--- config.mk ---
export PLATFORM = sky130hd
export DESIGN_NAME = cla_shift_add_mul
export DESIGN_NICKNAME = d
export VERILOG_FILES = /design/src/rtl/cla_shift_add_mul.sv
export SDC_FILE = /design/constraint.sdc
export NUM_CORES = 1
export LEC_CHECK = 0
export CAP_MARGIN = 10
export CORE_UTILIZATION = 40
export CTS_BUF_LIST = sky130_fd_sc_hd__clkbuf_16
export CTS_CLUSTER_DIAMETER = 50
export DETAILED_ROUTE_END_ITERATION = 10
export SLEW_MARGIN = 20
export SYNTH_ARGS = -nofsm -noshare
export SYNTH_HDL_FRONTEND = slang
export SYNTH_SLANG_ARGS = --single-unit
--- constraint.sdc ---
create_clock -name clk -period 5.4 [get_ports clk]
set_input_delay 1.08 -clock clk [delete_from_list [all_inputs] [get_ports clk]]
set_output_delay 1.08 -clock clk [all_outputs]
set_load 0.005 [all_outputs]
--- src/rtl/cla_shift_add_mul.sv ---
// Sequential 32x32->64 shift-add multiplier that drives a 64-bit carry-lookahead adder every cycle.
// Optional signed operands with CLA_MUL_SIGNED_EN (adds is_signed and a one-cycle NEG state).

module cla_64bit (
    input  logic [63:0] i_a,
    input  logic [63:0] i_b,
    input  logic        i_cin,
    output logic [63:0] o_sum,
    output logic        o_cout
);
    logic [63:0] w_g, w_p, w_c;

    assign w_g = i_a & i_b;
    assign w_p = i_a ^ i_b;

    // 4-bit lookahead groups; group generate/propagate chains the group carries
    always_comb begin
        logic w_cg, w_gg, w_gp;
        w_c  = '0;
        w_cg = i_cin;
        for (int k = 0; k < 16; k++) begin
            w_c[4*k]   = w_cg;
            w_c[4*k+1] = w_g[4*k] | (w_p[4*k] & w_cg);
            w_c[4*k+2] = w_g[4*k+1] | (w_p[4*k+1] & w_g[4*k]) | ((&w_p[4*k+1 -: 2]) & w_cg);
            w_c[4*k+3] = w_g[4*k+2] | (w_p[4*k+2] & w_g[4*k+1])
                       | ((&w_p[4*k+2 -: 2]) & w_g[4*k]) | ((&w_p[4*k+2 -: 3]) & w_cg);
            w_gg = w_g[4*k+3] | (w_p[4*k+3] & w_g[4*k+2])
                 | ((&w_p[4*k+3 -: 2]) & w_g[4*k+1]) | ((&w_p[4*k+3 -: 3]) & w_g[4*k]);
            w_gp = &w_p[4*k+3 -: 4];
            w_cg = w_gg | (w_gp & w_cg);
        end
        o_cout = w_cg;
    end

    assign o_sum = w_p ^ w_c;
endmodule

module cla_shift_add_mul #(
    parameter int unsigned EARLY_TERM = 0
) (
    input  logic        clk,
    input  logic        rst_n,
    input  logic        in_valid,
    output logic        in_ready,
    input  logic [31:0] a,
    input  logic [31:0] b,
`ifdef CLA_MUL_SIGNED_EN
    input  logic        is_signed,
`endif
    output logic        out_valid,
    input  logic        out_ready,
    output logic [63:0] product,
    output logic        busy
);
`ifdef CLA_MUL_SIGNED_EN
    typedef enum logic [1:0] {S_IDLE = 2'd0, S_RUN = 2'd1, S_NEG = 2'd2, S_DONE = 2'd3} state_t;
`else
    typedef enum logic [1:0] {S_IDLE = 2'd0, S_RUN = 2'd1, S_DONE = 2'd3} state_t;
`endif

    state_t      r_state, w_state_nxt, w_run_exit;
    logic [63:0] r_acc, r_mcand, w_acc_nxt, w_mcand_nxt;
    logic [31:0] r_mplier, w_mplier_nxt, w_mag_a, w_mag_b;
    logic [4:0]  r_cnt, w_cnt_nxt;
    logic [63:0] w_add_a, w_add_b, w_sum;
    logic        w_add_cin, w_cout, w_run, w_early_ok;

    // A carry out of the running sum cannot happen for 32x32 operands; pin to all-ones if it ever did
    function automatic logic [63:0] sat_u64(input logic [63:0] sum, input logic carry);
        return carry ? '1 : sum;
    endfunction

    assign w_early_ok = (EARLY_TERM != 0);

`ifdef CLA_MUL_SIGNED_EN
    logic r_neg, w_neg_nxt, w_sgn_a, w_sgn_b;
    assign w_sgn_a    = is_signed & a[31];
    assign w_sgn_b    = is_signed & b[31];
    assign w_mag_a    = w_sgn_a ? (~a + 32'd1) : a;
    assign w_mag_b    = w_sgn_b ? (~b + 32'd1) : b;
    assign w_run_exit = r_neg ? S_NEG : S_DONE;
`else
    assign w_mag_a    = a;
    assign w_mag_b    = b;
    assign w_run_exit = S_DONE;
`endif

    cla_64bit u_cla (
        .i_a   (w_add_a),
        .i_b   (w_add_b),
        .i_cin (w_add_cin),
        .o_sum (w_sum),
        .o_cout(w_cout)
    );

    always_comb begin
        w_state_nxt  = r_state;
        w_acc_nxt    = r_acc;
        w_mcand_nxt  = r_mcand;
        w_mplier_nxt = r_mplier;
        w_cnt_nxt    = r_cnt;
        w_add_a      = r_acc;
        w_add_b      = '0;
        w_add_cin    = 1'b0;
        w_run        = 1'b0;
`ifdef CLA_MUL_SIGNED_EN
        w_neg_nxt    = r_neg;
`endif
        case (r_state)
            S_IDLE: begin
                if (in_valid) begin
                    w_acc_nxt    = '0;
                    w_mcand_nxt  = {32'b0, w_mag_a};
                    w_mplier_nxt = w_mag_b;
                    w_cnt_nxt    = '0;
`ifdef CLA_MUL_SIGNED_EN
                    w_neg_nxt    = w_sgn_a ^ w_sgn_b;
`endif
                    w_state_nxt  = (w_early_ok && w_mag_b == 32'd0) ? S_DONE : S_RUN;
                end
            end
            S_RUN: begin
                w_run        = 1'b1;
                w_add_b      = r_mplier[0] ? r_mcand : 64'b0;
                w_acc_nxt    = sat_u64(w_sum, w_cout);
                w_mcand_nxt  = {r_mcand[62:0], 1'b0};
                w_mplier_nxt = {1'b0, r_mplier[31:1]};
                w_cnt_nxt    = r_cnt + 5'd1;
                if (r_cnt == 5'd31 || (w_early_ok && r_mplier[31:1] == 31'd0))
                    w_state_nxt = w_run_exit;
            end
`ifdef CLA_MUL_SIGNED_EN
            S_NEG: begin
                w_add_a     = ~r_acc;
                w_add_cin   = 1'b1;
                w_acc_nxt   = w_sum;
                w_state_nxt = S_DONE;
            end
`endif
            S_DONE: begin
                if (out_ready)
                    w_state_nxt = S_IDLE;
            end
            default: w_state_nxt = S_IDLE;
        endcase
    end

    always_ff @(posedge clk) begin
        if (!rst_n) begin
            r_state  <= S_IDLE;
            r_acc    <= '0;
            r_mcand  <= '0;
            r_mplier <= '0;
            r_cnt    <= '0;
`ifdef CLA_MUL_SIGNED_EN
            r_neg    <= 1'b0;
`endif
        end else begin
            r_state  <= w_state_nxt;
            r_acc    <= w_acc_nxt;
            r_mcand  <= w_mcand_nxt;
            r_mplier <= w_mplier_nxt;
            r_cnt    <= w_cnt_nxt;
`ifdef CLA_MUL_SIGNED_EN
            r_neg    <= w_neg_nxt;
`endif
        end
    end

    assign in_ready  = (r_state == S_IDLE);
    assign out_valid = (r_state == S_DONE);
    assign busy      = (r_state != S_IDLE);
    assign product   = r_acc;
endmodule

==> impl_metrics.csv <==
group,metric,value,unit
route,drc,0,
sta,period_minus_slack,4.51,ns
power_and_ir_drop,powerDensity,235,nW/µm²
logic_synthesis,synth_cell_types,74,
worst_hold_path,whs_path_depth,2,
logic_synthesis,synth_edf_count,0,
global_routing,grt_pass1_wl,43700,µm
sta,rsz0062_at_grt,"no",
route,wl_per_cell,15.9,µm
global_routing,grt_usage,20.7,%
logic_synthesis,synthFlopType,"dfxtp_1",
job,max_cap_violations,0,
power_and_ir_drop,peakVddDrop,159,µV
setup_path,crit_type,"reg2reg",
clock_network,htree_levels,4,
route,drtPass1Iterations,6,
finish,layout_commonest_cell,"nand2_1",
clock_network,clockBufferDepth,2,
clock_network,root_buffer,"clkbuf_16",
setup_path,crit_arrival,4.81,ns
clock_network,path_clk_slew,0.08,ns
power_and_ir_drop,share_comb_of_total_power,10.0,%
setup_path,startpoint_type,"flop",
place,dp_hpwl,18800,µm
clock_network,cts_hold_buf,0,
worst_hold_path,min_to,"r_mplier[20]",
clock_network,cts_buffers,17,
sta,finalCritPeriodShare,83.5,%
place,place.gp.congestion,0.856,
route,drtIter0Drc,602,
power_and_ir_drop,clockPowerShare,44.1,%
power_and_ir_drop,p_int,2.06,mW
logic_synthesis,synthArstFlopShare,0,%
floorplan,start_util,41.0,%
global_routing,grt_overflow,0,
finish,fin_nets,1471,
power_and_ir_drop,power_switching_share,27.9,%
logic_synthesis,yosys_warnings,0,
setup_path,r2r-end,"product[57]",
worst_hold_path,hold_path.class,"reg2reg",
route,vias_per_cell,5.53,
finish,n_antenna_cell,0,
logic_synthesis,synthTopCellsByArea,"dfxtp_1 33%, ha_1 8.3%, nand2_1 8.0%",
floorplan,die_w,160,µm
finish,fillers,2404,
floorplan,core-area,24400,µm²
floorplan,die_area,25600,µm²
floorplan,io_pins,135,
clock_network,worstSkewPairLatency,0.44,ns
logic_synthesis,synth_nets,1385,
status,run_status,"complete, no violations",
sta,fin_tns_setup,0,ns
route,vias,9172,
setup_path,required,5.70,ns
route,ant_nets,0,
logic_synthesis,yosys.area.top_type,"dfxtp_1",
setup_path,r2r_slack,0.89,ns
setup_path,ff2ff_path_depth,16,
sta,skew,0.0136,ns
power_and_ir_drop,p_leak,5.21,nW
sta,setup_viol,0,
sta,hold_slack,0.475,ns
power_and_ir_drop,p_sw,0.796,mW
setup_path,crit_fanout,49,
worst_hold_path,hold_start,"r_mplier[21]",
logic_synthesis,syn_area_per_cell,8.10,µm²
clock_network,cts_tree,"done",
logic_synthesis,seq_area_frac_synth,33.4,%
floorplan,rows,57,
clock_network,clkSinkCount,167,
setup_path,rr_startpoint,"r_state[0]",
route,wirelength,26300,µm
clock_network,cts_resized,0,
setup_path,end_kind,"flop",
sta,worst_pin_slew,0.792,ns
power_and_ir_drop,pwr-share-seq,45.8,%
logic_synthesis,synth_area,10000,µm²
finish,final_cell_mix,"214 x nand2_1, 167 x dfxtp_1, 134 x clkdlybuf4s50_1, 128 x nor2_1, 107 x a21oi_1",
sta,relSlewSlack,47.2,%
sta,slew_violations,0,
global_routing,antenna_found_initial,0,
sta,fmax,222,MHz
finish,area_growth,21.7,%
logic_synthesis,syn_inst,1235,
sta,finalHoldViolations,0,
floorplan,dieHeight,160,µm
finish,drive_gt1_share,7.57,%
clock_network,cts_setup_buffers,0,
global_routing,grt_pass1_vias,8658,
logic_synthesis,synth_top_area_share,33.4,%
place,port_buffers,134,
global_routing,grt_start_max_net_pins,65,
logic_synthesis,synth_seq_cells,167,
==> critical path: stages (launching register included) <==
cell,delay [ns]
dfxtp_1,0.46
nor2b_4,0.47
buf_12,0.28
buf_4,0.27
and3_1,0.19
ha_1,0.27
a21oi_1,0.18
o21ai_1,0.16
a32oi_1,0.34
a21oi_1,0.16
nor3_1,0.38
a21oi_1,0.11
or2_2,0.30
fa_1,0.41
xor2_1,0.17
o21ai_1,0.12
a21oi_1,0.07
==> worst max-delay path by stage <==
| stage | start | endpoint | slack (ns) | depth (start not counted) |
|---|---|---|---|---|
| 6_report | r_state[0] | product[57] | 0.89 | 16 |
| 5_1_grt | r_state[0] | product[57] | 0.50 | 16 |
| 4_1_cts | r_state[0] | product[57] | 0.87 | 16 |
| 3_5_place_dp | r_state[0] | product[57] | 0.91 | 16 |
| 3_3_place_gp | r_state[0] | product[57] | 1.00 | 16 |
| 2_1_floorplan | r_state[1] | product[61] | 1.60 | 17 |
==> routing by layer <==
layer / part of all wire, % / track usage (%)
met1: 50 / 28.9
met2: 45 / 33.0
met3: 3.6 / 3.38
met4: 1.2 / 5.50
met5: 0 / 0
==> Yosys cell counts (all sizes together) (5+ instances only) <==
library cell and number:
inv 11, dfxtp 167, xor2 26, buf 16, o21ai 67, a21o 9, clkbuf 77, or2 6
a211oi 8, a31oi 5, a311oi 76, nor2b 8, o21a 10, a21oi 109, nor3 16, a22oi 34
nor2 130, o211ai 5, ha 66, and3 68, xnor2 10, nand4 15, nand3 8, nand2b 5
fa 16, nand2 214
==> flip-flops by register name, indices dropped and copies added, names as in the netlist <==
signal and flops:
r_mcand 64, r_mplier 32, product 64, r_state 2, r_cnt 5
==> layout make-up <==
cell class	count	area [µm²]	area share [%]
multi-input combinational	963	6230	51.2
sequential	167	3340	27.5
timing repair buffer	160	1550	12.7
clock buffer	17	425	3.50
tap	324	405	3.33
clock inverter	15	175	1.44
inverter	12	47.5	0.391
==> stage by stage <==
stage	total power, mW	instances	setup WS (ns)	cell area (µm²)	utilization [%]
floorplan	1.50	1235	1.60	10000	-
global placement	1.62	1626	1.00	11600	47.4
detailed placement	1.63	1626	0.915	11600	47.4
CTS	2.89	1658	0.865	12200	49.9
global route	2.98	1658	0.504	12200	49.9
finish	2.86	1658	0.892	12200	49.9
==> cells by family (layout without fill, tap and decap cells) <==
kind of cell | Yosys count | in the layout | synth area share (%)
mux | 2 | 2 | 0.200
fa+ha+maj | 82 | 82 | 11.5
simple gates | 486 | 486 | 22.2
buf+inv | 105 | 204 | 4.49
xor+xnor | 36 | 36 | 3.15
compound gates | 357 | 357 | 25.0
flops | 167 | 167 | 33.4
==> power by group through the flow <==
stage          Sequential (mW)  Clock (mW)  Combinational [mW]
6_report                  1.31        1.26               0.286
5_1_grt                   1.31        1.34               0.321
4_1_cts                   1.31        1.29               0.289
3_5_place_dp              1.34           0               0.288
3_3_place_gp              1.34           0               0.287
2_1_floorplan             1.32           0               0.179
Power figures use the tool's default switching activity.
